--- src/rtl/ofdm_cp_pkg.sv ---
// Shared types, default widths and parameter legality helper for the
// OFDM cyclic-prefix buffer.
package ofdm_cp_pkg;

    // Controller phases: one settling cycle, symbol capture, replay issue,
    // and waiting for the final output to be accepted.
    typedef enum logic [1:0] {
        ST_IDLE  = 2'd0,
        ST_FILL  = 2'd1,
        ST_READ  = 2'd2,
        ST_DRAIN = 2'd3
    } cp_state_t;

    // Defaults matching the 1024x16 single-port BRAM.
    localparam int DEF_ADDR_W = 10;
    localparam int DEF_DATA_W = 16;

    // True when the symbol fits the RAM and the prefix is shorter than the symbol.
    function automatic bit cp_params_ok(input int addr_w, input int sym_len, input int cp_len);
        return (sym_len >= 2) && (sym_len <= (1 << addr_w)) &&
               (cp_len >= 1) && (cp_len < sym_len);
    endfunction

endpackage

--- src/rtl/ofdm_cp_buffer.sv ---
// Cyclic-prefix inserter: captures one symbol into the external single-port
// RAM, then replays the last CP_LEN samples followed by the whole symbol.
module ofdm_cp_buffer
    import ofdm_cp_pkg::*;
#(
    parameter int ADDR_W  = DEF_ADDR_W,
    parameter int DATA_W  = DEF_DATA_W,
    parameter int SYM_LEN = 256,
    parameter int CP_LEN  = 64
) (
    input  logic              clk,
    input  logic              rst_n,
    input  logic              s_valid,
    output logic              s_ready,
    input  logic [DATA_W-1:0] s_data,
    output logic              m_valid,
    input  logic              m_ready,
    output logic [DATA_W-1:0] m_data,
    output logic              m_last,
    output logic              ram_ce,
    output logic              ram_oce,
    output logic              ram_reset,
    output logic              ram_wre,
    output logic [ADDR_W-1:0] ram_ad,
    output logic [DATA_W-1:0] ram_din,
    input  logic [DATA_W-1:0] ram_dout
);

    // Read counter spans SYM_LEN+CP_LEN < 2*2**ADDR_W, so one extra bit suffices.
    localparam int CNT_W = ADDR_W + 1;
    localparam int TOTAL = SYM_LEN + CP_LEN;
    localparam logic [ADDR_W-1:0] LAST_ADDR = ADDR_W'(SYM_LEN - 1);
    localparam logic [ADDR_W-1:0] CP_START  = ADDR_W'(SYM_LEN - CP_LEN);
    localparam logic [CNT_W-1:0]  LAST_RD   = CNT_W'(TOTAL - 1);

    if (!cp_params_ok(ADDR_W, SYM_LEN, CP_LEN)) begin : g_param_check
        $error("ofdm_cp_buffer: illegal SYM_LEN/CP_LEN for ADDR_W");
    end

    cp_state_t         state_r;
    cp_state_t         state_s;
    logic              armed_r;
    logic [ADDR_W-1:0] wr_cnt_r;
    logic [CNT_W-1:0]  rd_cnt_r;
    logic [ADDR_W-1:0] rd_addr_r;
    logic              m_valid_r;
    logic              m_last_r;

    logic              s_ready_s;
    logic              in_hs_s;
    logic              advance_s;
    logic              rd_issue_s;
    logic              out_hs_s;
    logic [ADDR_W-1:0] ram_ad_s;
    logic [DATA_W-1:0] ram_din_s;

    assign s_ready   = s_ready_s;
    assign m_valid   = m_valid_r;
    assign m_last    = m_last_r;
    assign m_data    = ram_dout;
    assign ram_oce   = 1'b1;
    assign ram_reset = 1'b0;
    assign ram_wre   = in_hs_s;
    assign ram_ce    = in_hs_s | rd_issue_s;
    assign ram_ad    = ram_ad_s;
    assign ram_din   = ram_din_s;

    // Handshake and read-issue qualifiers derived from the current state.
    always_comb begin
        s_ready_s  = (state_r == ST_FILL);
        in_hs_s    = s_valid && s_ready_s;
        advance_s  = !m_valid_r || m_ready;
        rd_issue_s = (state_r == ST_READ) && advance_s;
        out_hs_s   = m_valid_r && m_ready;
    end

    // RAM address/data mux: write counter while filling, replay pointer while reading.
    always_comb begin
        ram_ad_s  = '0;
        ram_din_s = '0;
        case (state_r)
            ST_FILL: ram_ad_s = wr_cnt_r;
            ST_READ: ram_ad_s = rd_addr_r;
            default: ram_ad_s = '0;
        endcase
        if (in_hs_s) begin
            ram_din_s = s_data;
        end else begin
            ram_din_s = '0;
        end
    end

    // State register; armed_r holds IDLE for one full cycle after reset release.
    always_ff @(posedge clk or negedge rst_n) begin
        if (!rst_n) begin
            state_r <= ST_IDLE;
            armed_r <= 1'b0;
        end else begin
            state_r <= state_s;
            armed_r <= 1'b1;
        end
    end

    // Next-state logic for the fill / replay / drain cycle.
    always_comb begin
        state_s = state_r;
        case (state_r)
            ST_IDLE: begin
                if (armed_r) state_s = ST_FILL;
                else         state_s = ST_IDLE;
            end
            ST_FILL: begin
                if (in_hs_s && (wr_cnt_r == LAST_ADDR)) state_s = ST_READ;
                else                                     state_s = ST_FILL;
            end
            ST_READ: begin
                if (rd_issue_s && (rd_cnt_r == LAST_RD)) state_s = ST_DRAIN;
                else                                      state_s = ST_READ;
            end
            ST_DRAIN: begin
                // No write may start until the final sample has left ram_dout.
                if (out_hs_s && m_last_r) state_s = ST_FILL;
                else                      state_s = ST_DRAIN;
            end
            default: state_s = ST_IDLE;
        endcase
    end

    // Write counter and replay pointer; the pointer wraps modulo SYM_LEN.
    always_ff @(posedge clk or negedge rst_n) begin
        if (!rst_n) begin
            wr_cnt_r  <= '0;
            rd_cnt_r  <= '0;
            rd_addr_r <= '0;
        end else begin
            case (state_r)
                ST_FILL: begin
                    if (in_hs_s) begin
                        if (wr_cnt_r == LAST_ADDR) begin
                            wr_cnt_r  <= '0;
                            rd_cnt_r  <= '0;
                            rd_addr_r <= CP_START;
                        end else begin
                            wr_cnt_r <= wr_cnt_r + 1'b1;
                        end
                    end
                end
                ST_READ: begin
                    if (rd_issue_s) begin
                        rd_cnt_r <= rd_cnt_r + 1'b1;
                        if (rd_addr_r == LAST_ADDR) rd_addr_r <= '0;
                        else                        rd_addr_r <= rd_addr_r + 1'b1;
                    end
                end
                default: begin
                    wr_cnt_r <= '0;
                end
            endcase
        end
    end

    // Output valid/last track the RAM's one-cycle read latency and hold under backpressure.
    always_ff @(posedge clk or negedge rst_n) begin
        if (!rst_n) begin
            m_valid_r <= 1'b0;
            m_last_r  <= 1'b0;
        end else if ((state_r == ST_READ) || (state_r == ST_DRAIN)) begin
            if (advance_s) begin
                m_valid_r <= rd_issue_s;
                m_last_r  <= rd_issue_s && (rd_cnt_r == LAST_RD);
            end
        end else begin
            m_valid_r <= 1'b0;
            m_last_r  <= 1'b0;
        end
    end

endmodule

--- config.mk ---
export PLATFORM = sky130hd
export DESIGN_NAME = ofdm_cp_buffer
export DESIGN_NICKNAME = d
export VERILOG_FILES = /design/src/rtl/ofdm_cp_pkg.sv /design/src/rtl/ofdm_cp_buffer.sv
export SDC_FILE = /design/constraint.sdc
export NUM_CORES = 1
export LEC_CHECK = 0
export ABC_CLOCK_PERIOD_IN_PS = 2420
export CAP_MARGIN = 20
export CORE_MARGIN = 5
export CORE_UTILIZATION = 45
export DETAILED_ROUTE_END_ITERATION = 10
export HOLD_SLACK_MARGIN = 0.03
export PLACE_DENSITY = 0.79
export SLEW_MARGIN = 30
export SYNTH_ARGS = -nofsm -noshare
export SYNTH_HDL_FRONTEND = slang
export SYNTH_SLANG_ARGS = --single-unit
--- constraint.sdc ---
create_clock -name clk -period 2.42 [get_ports clk]
set_input_delay 0.242 -clock clk [delete_from_list [all_inputs] [get_ports clk]]
set_output_delay 0.242 -clock clk [all_outputs]
set_load 0.05 [all_outputs]
==> results.txt <==
- The via count of the first global-routing pass came to ~2300.
- GRT met3 Usage: 4.22%
- A synthesized cell averages 8.62 µm².
* Fin. max-slew vios: 0
- Summed over all instances, the cell type with the most area after synthesis is dfrtp_1.
- After filler insertion, the fill cell instance count of the layout stands at 466.
- HP Class: input port to asynchronous set/reset pin
- Detailed placement finished with a half-perimeter wire length of 4880 µm.
- Reg-to-reg startpoint: rd_addr_r[0]$_DFFE_PN0P_
* Synth top area share: between 30% and 40%
- The worst pin sits at a relative slew slack of between 60 and 70%.
* Sequential element share of the synthesized area: 35.8%
* Starting density of the core: 46.0%
* Number of library cell types mapped by synthesis: 55
- Fraction of the cycle the final worst path needs: between 80% and 90%
- In this run the cell area of the synthesized design comes to between 0.002 and 0.003 mm².
* RSZ-0062 raised after global routing: no
- In the routed design, unresolved DRC markers number 0.
- Number of warnings reported in the yosys synthesis log: 0
- Pleak: 1.39 nW
* Root buffer cell: clkbuf_8
- EDFF count, synth: 0
- The endpoint identified for the worst register-to-register timing path is rd_addr_r[9]$_DFFE_PN0P_.
- The critical path in this run is classified as flop to flop.
* First-pass iteration count of the detailed router: 5
* Fraction of final layout cells sized beyond drive strength 1: 16.7%
- Maximum clock skew at final layout: 0.00335 ns
- Timing would allow up to ~460 MHz.
* GRT busiest layer: met2
* Total area of sequential cells: 901 µm²
- In this run the horizontal extent of the chip is 84.8 µm.
- Core ar.: 0.00547 mm²
* Clock transition at the registers of the reported paths: 0.07 ns
- Worst Setup SP: rd_addr_r[0]$_DFFE_PN0P_
- The worst setup path is captured at a flop.
- Post-detailed-route via-to-cell ratio: 5.96
* Maximum number of buffers from clock root to sink: 2
- STA classifies the critical path startpoint as a flop.
* Final Setup Violations: 0
- Walking the worst path, the cells encountered are ha_1 > and4_1 > a311oi_2 > nand2_1 > o41ai_1.
* CP max stage cell: dfrtp_1
- First-pass GRT wire length: 11400 µm
- Dividing the detail-routed wire length by the instance count gives between 15 and 20 µm.
- Total GRT Usage: 19.1%
- Data on the critical path arrives at its endpoint at 2.34 ns.
- Reg-to-reg setup timing slack: 0.26 ns
* Cells after synthesis: 292
* WL final: 6630 µm
- Area of the multi-input gates: 0.00139 mm²
- I/O pin count: 85
- Remaining antenna violation count after routing: 0
- Post-route total power: 2.48 mW
- Gp weighted congestion: about 0.82
- Buffers added on ports: 50
* Biggest cell delay along the critical path: 0.46 ns
* Flip-flop and latch count after synthesis: 36
- Largest cells by area after synthesis: dfrtp_1, buf_4, and3_1
- Required time at the endpoint of the critical path: roughly 2.6 ns
* Outcome: finished clean
- VDD sags by at most between 0.4 and 0.5 mV.
- Hold-fix buffers at CTS: 0
- TritonCTS clock tree: built
- Async set-or-reset flop fraction in the synthesized netlist: 100%
- Die Outline Area: approximately 0.0072 mm²
* Number of DRC violations after detailed-routing iteration 0: 162
* Max capacitance violation total: 0
* Clock network latency to the later pin of the worst-skew pair: around 0.29 ns
- Area added between synthesis and finish: 34.5%
* Number of standard-cell rows in the floorplan: 27
- In this run the worst path has a maximum fanout of 6.
- The clock tree synthesis step divided the H-tree into 2 levels.
* Setup total negative slack: 0 ns
- Cell count of the worst reg-to-reg path: 5
* Worst-margin pin slew: approximately 0.55 ns
* Number of CTS-inserted buffers: 5
* Number of sinks on the clock net: 36
- Global routing consumed, on the met2 layer, 33.2% of the routing resources.
- Cells fill roughly 62% of the core in the end.
- Final Net Count: roughly 370
- The number of antenna violations at the first check in global routing came to 0.
- N_diodes: 0
- Entering global routing, the biggest net connects 37 pins.
- Measured along the y axis, the die boundary spans 84.8 µm.
* Post_cts resized: 0
- Shortest clock period the worst path allows after layout: 2.16 ns
- Met1 routing resource usage after global routing: around a quarter
- Post-CTS setup repair buffer count: 0
- Most instantiated flip-flop cell in the synthesis netlist: dfrtp_1
- The final hold violation count was 0.
- Across all layers, the routed design uses roughly 2400 vias.
* Global-route congestion overflow total: 0
* Pwr/cell area: 731 mW/mm²
[state kept, by name, indices dropped and copies added, names as in the netlist]
name and count:
rd_cnt_r 11, rd_addr_r 10, wr_cnt_r 10, state_r 2, armed_r 1, m_last 1, m_valid 1
[cell usage in the layout, fill, tap and decap left out, drive strengths merged, types with 4 or more instances in the layout]
cell type | Yosys | final
nand2b | 9 | 9
o21ai | 16 | 16
buf | 20 | 39
clkdlybuf4s50 | 0 | 21
ha | 7 | 7
nor2b | 12 | 12
nand3 | 14 | 14
o31ai | 10 | 10
nor4 | 7 | 7
nand2 | 27 | 27
clkbuf | 17 | 7
dfrtp | 36 | 36
nor2 | 14 | 14
o211ai | 4 | 4
a22oi | 9 | 9
o221ai | 4 | 4
xnor2 | 5 | 5
inv | 8 | 8
or4 | 5 | 5
and3 | 18 | 18
[worst max-delay path, delay by kind of cell, from the launching register on]
| kind | cells | cell delay [ns] |
|---|---|---|
| adders and majority gates | 1 | 0.30 |
| DFF | 1 | 0.46 |
| AOI/OAI and AO/OA | 2 | 0.75 |
| and+or+nand+nor | 2 | 0.53 |
[Yosys cell counts, types with 2 or more instances]
| cell | n |
|---|---|
| nor3_1 | 3 |
| o221ai_1 | 4 |
| a22oi_1 | 9 |
| dfrtp_1 | 36 |
| inv_1 | 8 |
| nor2b_1 | 11 |
| nor4_1 | 7 |
| a21o_1 | 3 |
| o22ai_1 | 2 |
| o211ai_1 | 4 |
| buf_2 | 2 |
| and3_1 | 18 |
| nand4_1 | 2 |
| clkbuf_1 | 17 |
| xnor2_1 | 5 |
| nand3b_1 | 3 |
| o21ai_0 | 15 |
| o31ai_1 | 9 |
| buf_4 | 18 |
| or4_1 | 5 |
| nand2_1 | 27 |
| and2_1 | 2 |
| nand2b_1 | 9 |
| o41ai_1 | 2 |
| nor4b_1 | 2 |
| or2_2 | 2 |
| nand3_1 | 14 |
| a21boi_0 | 2 |
| nor2_1 | 14 |
| a211oi_1 | 2 |
| a21oi_1 | 3 |
| o311ai_1 | 2 |
| conb_1 | 2 |
| ha_1 | 7 |
[stage by stage]
stage	hold WS, ns	std cells	area (µm²)	setup WS, ns
4_1_cts	0.383	396	3380	0.194
5_1_grt	0.421	396	3390	0.0534
2_1_floorplan	-0.0536	293	2520	0.0421
3_5_place_dp	0.484	388	3260	0.177
6_report	0.360	396	3390	0.264
3_3_place_gp	0.484	388	3260	0.303
[worst max path at each step]
| stage | to | cells past startpoint |
|---|---|---|
| 2_1_floorplan | ram_ad[2] | 5 |
| 3_3_place_gp | rd_addr_r[6]$_DFFE_PN0P_ | 5 |
| 3_5_place_dp | rd_cnt_r[3]$_DFFE_PN0P_ | 5 |
| 4_1_cts | rd_cnt_r[3]$_DFFE_PN0P_ | 6 |
| 5_1_grt | wr_cnt_r[8]$_DFFE_PN0P_ | 5 |
| 6_report | rd_addr_r[9]$_DFFE_PN0P_ | 5 |
[layer usage]
metal	vias up	routed length, µm
met4	0	128
li1	1111	-
met5	-	0
met3	13	362
met2	95	3360
met1	1140	2770
[logic make-up after synthesis]
| logic type | after synthesis | synth area share, % |
|---|---|---|
| simple gates | 124 | 27.5 |
| compound gates | 72 | 21.4 |
| buf+inv | 45 | 9.49 |
| flops | 36 | 35.8 |
| fa+ha+maj | 7 | 3.48 |
| xor+xnor | 6 | 2.09 |
| other cells | 2 | 0.298 |
[report_power, final]
group | total (mW) | internal [mW] | leakage [nW] | switching, mW
Clock | 0.591 | 0.364 | 0.0645 | 0.227
Combinational | 1.20 | 0.508 | 0.840 | 0.694
Sequential | 0.683 | 0.637 | 0.484 | 0.0469
Total | 2.48 | 1.51 | 1.39 | 0.968
[final cells by class]
type | instances | area share, %
clock buffer | 7 | 2.85
clock inverter | 1 | 0.887
timing repair buffer | 60 | 25.2
sequential | 36 | 26.6
inverter | 8 | 0.887
multi-input combinational | 212 | 40.9
tap | 72 | 2.66
Note: power is estimated with default switching activity, not from simulation.
